==> src/rtl/ex_pkg.sv <==
// ex_pkg: shared opcodes, multiply FSM states, EX/MEM record and forwarding helper
package ex_pkg;
  localparam logic [1:0] OP_ADD   = 2'b00;
  localparam logic [1:0] OP_SUB   = 2'b01;
  localparam logic [1:0] OP_FUNCT = 2'b10;
  localparam logic [1:0] OP_OR    = 2'b11;
  localparam logic [5:0] F_ADD = 6'b100000;
  localparam logic [5:0] F_SUB = 6'b100010;
  localparam logic [5:0] F_AND = 6'b100100;
  localparam logic [5:0] F_OR  = 6'b100101;
  localparam logic [5:0] F_SLT = 6'b101010;
  localparam logic [5:0] F_MUL = 6'b011000;
  localparam int MUL_ITERS = 32;
  localparam int CNT_W = $clog2(MUL_ITERS);
  typedef enum logic [1:0] {MUL_IDLE, MUL_BUSY, MUL_DONE} mul_state_e;
  typedef struct packed {
    logic        mem_read;
    logic        mem_write;
    logic        mem_to_reg;
    logic        reg_write;
    logic [4:0]  wb_addr;
    logic [31:0] write_data;
    logic [31:0] result;
  } exmem_t;
  // EX/MEM wins over MEM/WB; register 0 is hardwired and never forwarded
  function automatic logic [31:0] fwd(
    input logic [4:0] addr, input logic [31:0] data,
    input logic ex_we, input logic [4:0] ex_rd, input logic [31:0] ex_d,
    input logic wb_we, input logic [4:0] wb_rd, input logic [31:0] wb_d);
    return (ex_we && ex_rd != 5'd0 && ex_rd == addr) ? ex_d :
           (wb_we && wb_rd != 5'd0 && wb_rd == addr) ? wb_d : data;
  endfunction
endpackage

==> src/rtl/iter_mul32.sv <==
// iter_mul32: shift-and-add multiplier, one partial product per cycle, low 32 bits kept
module iter_mul32
  import ex_pkg::*;
(
  input  logic        clk,
  input  logic        rst,
  input  logic        start,
  input  logic [31:0] a,
  input  logic [31:0] b,
  output logic        busy,
  output logic        done,
  output logic [31:0] product
);
  mul_state_e state, state_nx;
  logic [31:0] acc, mcand, mplier;
  logic [CNT_W-1:0] count;
  // state register
  always_ff @(posedge clk)
    state <= rst ? MUL_IDLE : state_nx;
  // next state: start only honoured in IDLE, DONE always returns to IDLE
  always_comb
    state_nx = state == MUL_IDLE ? (start ? MUL_BUSY : MUL_IDLE) :
               state == MUL_BUSY ? (count == CNT_W'(MUL_ITERS - 1) ? MUL_DONE : MUL_BUSY) :
               MUL_IDLE;
  // outputs decoded from state
  always_comb begin
    busy = state == MUL_BUSY;
    done = state == MUL_DONE;
    product = acc;
  end
  // datapath: capture operands once, then one add/shift per BUSY cycle
  always_ff @(posedge clk) begin
    if (rst) begin
      acc <= '0;
      mcand <= '0;
      mplier <= '0;
      count <= '0;
    end else if (state == MUL_IDLE && start) begin
      acc <= '0;
      mcand <= a;
      mplier <= b;
      count <= '0;
    end else if (state == MUL_BUSY) begin
      acc <= mplier[0] ? acc + mcand : acc;
      mcand <= mcand << 1;
      mplier <= mplier >> 1;
      count <= count + CNT_W'(1);
    end
  end
endmodule

==> src/rtl/ex_stage.sv <==
// ex_stage: forwarding, ALU and EX/MEM register; EX_ITER_MUL_EN adds the iterative multiplier
module ex_stage
  import ex_pkg::*;
(
  input  logic        clk_i,
  input  logic        rst_i,
  input  logic        RegDst_i,
  input  logic        ALUSrc_i,
  input  logic        MemRead_i,
  input  logic        MemWrite_i,
  input  logic        MemtoReg_i,
  input  logic        RegWrite_i,
  input  logic [1:0]  ALUOp_i,
  input  logic [31:0] RSdata_i,
  input  logic [31:0] RTdata_i,
  input  logic [31:0] immediate_i,
  input  logic [4:0]  RSaddr_i,
  input  logic [4:0]  RTaddr_i,
  input  logic [4:0]  RDaddr_i,
  input  logic        EXMEM_RegWrite_i,
  input  logic [4:0]  EXMEM_RDaddr_i,
  input  logic [31:0] EXMEM_data_i,
  input  logic        MEMWB_RegWrite_i,
  input  logic [4:0]  MEMWB_RDaddr_i,
  input  logic [31:0] MEMWB_data_i,
  output logic        stall_o,
  output logic        MemRead_o,
  output logic        MemWrite_o,
  output logic        MemtoReg_o,
  output logic        RegWrite_o,
  output logic [31:0] ALUresult_o,
  output logic [31:0] WriteData_o,
  output logic [4:0]  WBaddr_o
);
  logic [31:0] a, rt_fwd, b, alu;
  logic [5:0] funct;
  logic bubble, done;
  exmem_t cur, done_val, q;
  // operand selection with forwarding
  always_comb begin
    a = fwd(RSaddr_i, RSdata_i, EXMEM_RegWrite_i, EXMEM_RDaddr_i, EXMEM_data_i,
            MEMWB_RegWrite_i, MEMWB_RDaddr_i, MEMWB_data_i);
    rt_fwd = fwd(RTaddr_i, RTdata_i, EXMEM_RegWrite_i, EXMEM_RDaddr_i, EXMEM_data_i,
                 MEMWB_RegWrite_i, MEMWB_RDaddr_i, MEMWB_data_i);
    b = ALUSrc_i ? immediate_i : rt_fwd;
    funct = immediate_i[5:0];
  end
  // ALU; unknown funct (including mul when the multiplier is absent) yields 0
  always_comb
    alu = ALUOp_i == OP_ADD ? a + b :
          ALUOp_i == OP_SUB ? a - b :
          ALUOp_i == OP_OR  ? a | b :
          funct == F_ADD ? a + b :
          funct == F_SUB ? a - b :
          funct == F_AND ? a & b :
          funct == F_OR  ? a | b :
          funct == F_SLT ? {31'd0, $signed(a) < $signed(b)} : 32'd0;
  // record that EX/MEM loads for an ordinary instruction
  always_comb
    cur = '{MemRead_i, MemWrite_i, MemtoReg_i, RegWrite_i,
            RegDst_i ? RDaddr_i : RTaddr_i, rt_fwd, alu};
`ifdef EX_ITER_MUL_EN
  logic is_mul, start, busy;
  logic [31:0] product;
  exmem_t lat;
  // DONE is excluded so the finished mul still held in ID/EX does not restart
  always_comb begin
    is_mul = ALUOp_i == OP_FUNCT && funct == F_MUL;
    start = is_mul && !busy && !done;
    bubble = start || busy;
    stall_o = !rst_i && (start || busy);
  end
  iter_mul32 u_mul (
    .clk(clk_i), .rst(rst_i), .start(start), .a(a), .b(b),
    .busy(busy), .done(done), .product(product)
  );
  // control and destination of the mul, replayed when the product is ready
  always_ff @(posedge clk_i)
    lat <= rst_i ? '0 : start ? cur : lat;
  // product replaces the ALU result in the latched record
  always_comb begin
    done_val = lat;
    done_val.result = product;
  end
`else
  // no multiplier: never stall, never bubble
  always_comb begin
    bubble = 1'b0;
    done = 1'b0;
    stall_o = 1'b0;
    done_val = '0;
  end
`endif
  // EX/MEM pipeline register
  always_ff @(posedge clk_i)
    q <= (rst_i || bubble) ? '0 : done ? done_val : cur;
  // unpack the register onto the output ports
  always_comb begin
    MemRead_o = q.mem_read;
    MemWrite_o = q.mem_write;
    MemtoReg_o = q.mem_to_reg;
    RegWrite_o = q.reg_write;
    WBaddr_o = q.wb_addr;
    WriteData_o = q.write_data;
    ALUresult_o = q.result;
  end
endmodule

==> config.mk <==
export PLATFORM = sky130hd
export DESIGN_NAME = ex_stage
export DESIGN_NICKNAME = d
export VERILOG_FILES = /design/src/rtl/ex_pkg.sv /design/src/rtl/iter_mul32.sv /design/src/rtl/ex_stage.sv
export SDC_FILE = /design/constraint.sdc
export NUM_CORES = 1
export LEC_CHECK = 0
export CORE_MARGIN = 2
export CORE_UTILIZATION = 51
export CTS_BUF_LIST = sky130_fd_sc_hd__clkbuf_16
export CTS_CLUSTER_SIZE = 25
export DETAILED_ROUTE_END_ITERATION = 12
export DONT_BUFFER_PORTS = 1
export GPL_TIMING_DRIVEN = 0
export PLACE_DENSITY = 0.66
export SLEW_MARGIN = 25
export SYNTH_ARGS = -nofsm -noshare
export SYNTH_HDL_FRONTEND = slang
export SYNTH_SLANG_ARGS = --single-unit
==> constraint.sdc <==
create_clock -name clk_i -period 13 [get_ports clk_i]
set_clock_uncertainty 0.15 [all_clocks]
set_input_delay 1.3 -clock clk_i [delete_from_list [all_inputs] [get_ports clk_i]]
set_output_delay 1.3 -clock clk_i [all_outputs]
set_load 0.1 [all_outputs]
# == Yosys cells after proc, flatten, opt, wreduce, memory -nomap -nowiden ==
# Index checks and enable logic that the tools add are counted.
# word_totals
inputBits,197
regBits,73
elab_cells,46
# classes
n_lt_le_gt_ge,1
eq_ne,11
reduce_logical,9
n_bitwise,2
mux,14
addsub,2
# op_table
operator,n
$mux W32,12
$add A32 B32 Y32,1
$and A32 B32 Y32,1
$lt A32 B32 Y1,1
$or A32 B32 Y32,1
$sub A32 B32 Y32,1
$eq A6 B6 Y1 const B,5
$eq A5 B5 Y1,4
$reduce_bool A5 Y1,2
$logic_and A1 B1 Y1,6
$mux W5,1
$eq A2 B1 Y1 const B,1
$eq A2 B2 Y1 const B,1
$logic_not A2 Y1,1
$mux W1,1

# == Depth between registers and ports, before layout ==
# logic_depth
depth_word,15
mapped_depth,21
depth_no_buf,19

# == Worst setup path before layout ==
# OpenSTA, ideal clock, no wires.
# synth_timing
path_kind,in2reg
start,input port MEMWB_RDaddr_i[0]
end,"register q, in the netlist ALUresult_o[20]"
t_arrival_ns,5.589
setup_slack_ns,7.147
n_path_buf,3
path_stages,20
t_required_ns,12.735
path_cell_list,or4_4 > a21bo_1 > and3_1 > clkbuf_1 > clkbuf_1 > mux2i_1 > o21ai_0 > mux2_2 > ha_1 > clkbuf_1 > a21o_1 > a21o_1 > a311o_1 > o21ai_0 > a21oi_1 > or3_1 > a21oi_1 > a2bb2oi_1 > a211oi_1 > o21a_1
# synth_between
elab_chain_cells,14
word_cells_on_any_way,22
classes_between,add/sub (2); eq/ne (2); mux (12); bitwise (2); reduce/logical (4)
# synth_lines
item,line,rtl
"start, declared",ex_stage.sv:24,"input logic [4:0] MEMWB_RDaddr_i,"
branches (longest 13 deep; another with $sub A32 B32 Y32),-,
$mux W32 (*),ex_stage.sv:50,alu = ALUOp_i == OP_ADD ? a + b :
"end signal, assigned",ex_stage.sv:96,q <= (rst_i || bubble) ? '0 : done ? done_val : cur;
"end, declared",ex_stage.sv:38,"exmem_t cur, done_val, q;"
# Mark *: on every way between the ends.
# A chain may end at the register's enable or synchronous reset.

# == Worst setup path in the final report ==
# layout_timing
start,input port MEMWB_RDaddr_i[3]
end,"register q, in the netlist ALUresult_o[30]"
# The elaborated chain is that of the path after synthesis.

==> flow_summary.toml <==
[run_status]
status = "finished, final reports clean"

[clocking]
clock-root-buffer = "clkbuf_16"
clk_pin_slew_worst_paths_ns = 0.06
numClockSinks = 73
tritoncts = "yes"
post_cts_buffers = 0
cts.repair.resized = 0
cts_buffer_depth = 2
htree_num_levels = 3
numCtsBuffers = 9
cts_hold_buffers = 0

[grt]
grt_pass1_wl_microns = 59990
track_usage_pct = 38.75
grt_pass1_vias = 10090
antenna_found_initial = 3
overflow = 0
grt_max_degree = 14

[detailed_routing]
top_layer = "met5"
wl_per_cell_microns = 25.06
drt_iter0_drc = 1236
met1Wirelength_microns = 17170
route.met3.wl_microns = 5067
vias = 10920
dr.pass1.iters = 7
ant_nets = 0
drt_wl_total_microns = 42100
drc = 0
viasPerCell = 6.498
met2_length_microns = 18140

[worst_setup_path]
startpoint_type = "input port"
critPathKind = "in2reg"
cp_num_buf_inv = 3
critPathSlowestCell = "buf_1"
slowest_delay_ns = 0.79
required_ns = 13.09
crit_arrival_ns = 7.54
path_cells = "xor2_1 > nor3_1 > and3_1 > clkbuf_1 > buf_1 > mux2i_1 > o21ai_0 > mux2_2 > ha_1 > clkinv_1 > nor3_1 > nand4_1 > a211oi_1 > o21ai_0 > o31ai_1 > nand2_1 > o21ai_0 > xnor2_1 > nor3_1 > o31ai_1"
crit_family = "compound AO/OA/AOI/OAI gates"
crit_path_end_kind = "flip-flop"
crit_cells = 20
crit_path_max_fanout = 10

[die]
die_x_microns = 144.5
ios = 271
start_util_pct = 51.91
die-height_microns = 144.5
row_count = 51
die-area_sq_um = 20880
core_sq_um = 19400

[placement]
dp_hpwl_microns = 33330
dp.cells = 1662
place.gp.congestion = 1.018
port_buffers = 0

[pwr]
p_int_mw = 0.5989
switching_power_mw = 0.6116
p_per_area_nw_per_um2 = 112.6
sequentialPowerShare_pct = 34.3
pwr-share-comb_pct = 42.3
peakVddDrop_mv = 0.06792
p_leak_nw = 4.203
switching_share_pct = 50.52
pwr-share-clk_pct = 23.4
total_power_mw = 1.211

[yosys]
synth_area_per_cell_sq_um = 7.213
synth_compound_area_share_pct = 29.27
synthMuxAreaShare_pct = 12.34
yosysMostFrequentCell = "a21oi_1"
synth_top_family_by_area = "compound AO/OA/AOI/OAI gates"
synthCells = 1396
synth_edf_count = 0
synth-adder-area-share_pct = 12.08
synthTopCellsByArea = "dfxtp_1 15%, ha_1 12%, mux2i_1 8.6%"
synth_warnings = 0
synthesis.nets = 1689
ys_seq_area_share_pct = 14.51
ys_top_cells_by_count = "125 x a21oi_1, 122 x nand2_1, 116 x nor2_1"
async_flop_share_pct = 0
yosysUniqueCellTypes = 84
synth_top_area_share_pct = 14.51
yosysTopAreaCell = "dfxtp_1"
synth_flop_cell = "dfxtp_1"
synthXorXnorAreaFrac_pct = 6.349
synthSimpleGateAreaFrac_pct = 18.00
syn_area_sq_um = 10070
ys_seq_elements = 73

[layout]
drive_above_1_share_pct = 5.941
layout.nets = 1702
syn_to_final_growth_pct = 6.797
final_cells = 1680

[sta]
period_share_pct = 57.34
setup_viol = 0
max-slew-margin-rel_pct = 24.62
tightest_slew_ns = 1.126
slew_viol_final = 0
timing.fmax_mhz = 134.2
hold_viol_final = 0
fin_tns_setup_ns = 0
period_needed_ns = 7.454
rsz0062_at_grt = "no"

[hold_path]
min_to = "MemtoReg_o"
hp-class = "in2reg"
min_path_cells = 1
hp-start = "MemtoReg_i"

[flow_run]
cap_violations = 0
-- cells by family (layout without fill, tap and decap cells) --
kind of cell / count (synthesis) / count (layout)
AOI/OAI and AO/OA: 448 / 448
and+or+nand+nor: 389 / 389
buffers and inverters: 197 / 215
muxes: 119 / 119
adders and majority gates: 96 / 96
xor gates and xnor gates: 73 / 73
DFF: 73 / 73
other: 1 / 2
-- power by group through the flow --
stage | registers (mW) | clock network, mW | logic, mW
after floorplan | 0.416 | 0 | 0.366
after global placement | 0.420 | 0 | 0.487
after detailed placement | 0.420 | 0 | 0.489
after CTS | 0.415 | 0.285 | 0.492
after global routing | 0.417 | 0.291 | 0.549
final | 0.415 | 0.284 | 0.512
-- registers in the layout (all words and copies together) (netlist names) --
name	cells
MemRead_o	1
MemWrite_o	1
RegWrite_o	1
WriteData_o	32
ALUresult_o	32
MemtoReg_o	1
WBaddr_o	5
-- cell type report --
type                    count  area, sq um
multi-input cells        1126         7875
inverters                 112        420.4
repair buffers              2        16.27
plain buffers              85        326.6
flip-flops and latches     73         1461
clock buffers               9        225.2
well taps                 265        331.6
clock inverters             7        95.09
diodes                      1        2.502
fillers                  1996         8645
-- per-stage QoR --
step	setup WS, ns	area [sq um]	hold WS (ns)	utilization (%)
finish	5.546	10750	0.9268	55.44
global route	5.382	10750	0.9263	55.44
CTS	5.814	10740	0.9246	55.36
detailed placement	5.488	10420	1.288	53.71
global placement	5.462	10400	1.280	53.62
floorplan	7.147	10070	1.278	-
-- layer usage --
layer,global-route usage (%),up-vias
met4,15.59,2
li1,-,4956
met3,10.40,120
met2,60.16,755
met5,0,-
met1,50.90,5084
-- worst max-delay path by stage --
stage,from,endpoint
finish,MEMWB_RDaddr_i[3],ALUresult_o[30]
global route,MEMWB_RDaddr_i[3],ALUresult_o[30]
CTS,MEMWB_RDaddr_i[3],ALUresult_o[30]
detailed placement,MEMWB_RDaddr_i[3],ALUresult_o[30]
global placement,MEMWB_RDaddr_i[3],ALUresult_o[30]
floorplan,MEMWB_RDaddr_i[0],ALUresult_o[20]
-- cells in the final DEF (no fill, tap or decap), types with 11 or more instances in the layout --
cell type / synthesis / final
a211oi_1: 11 / 11
a21o_1: 18 / 18
a21oi_1: 125 / 125
a221oi_1: 12 / 12
a31oi_1: 19 / 19
and2_1: 36 / 36
buf_1: 12 / 11
clkbuf_1: 70 / 70
dfxtp_1: 73 / 73
ha_1: 94 / 94
inv_1: 109 / 110
mux2_2: 30 / 30
mux2i_1: 87 / 87
nand2_1: 122 / 122
nand3_1: 19 / 19
nor2_1: 116 / 116
nor2b_1: 12 / 12
nor3_1: 28 / 28
o211ai_1: 13 / 13
o21a_1: 35 / 35
o21ai_0: 111 / 111
o21bai_1: 16 / 16
xnor2_1: 59 / 59
xor2_1: 14 / 14
(Power assumes the default switching activity.)
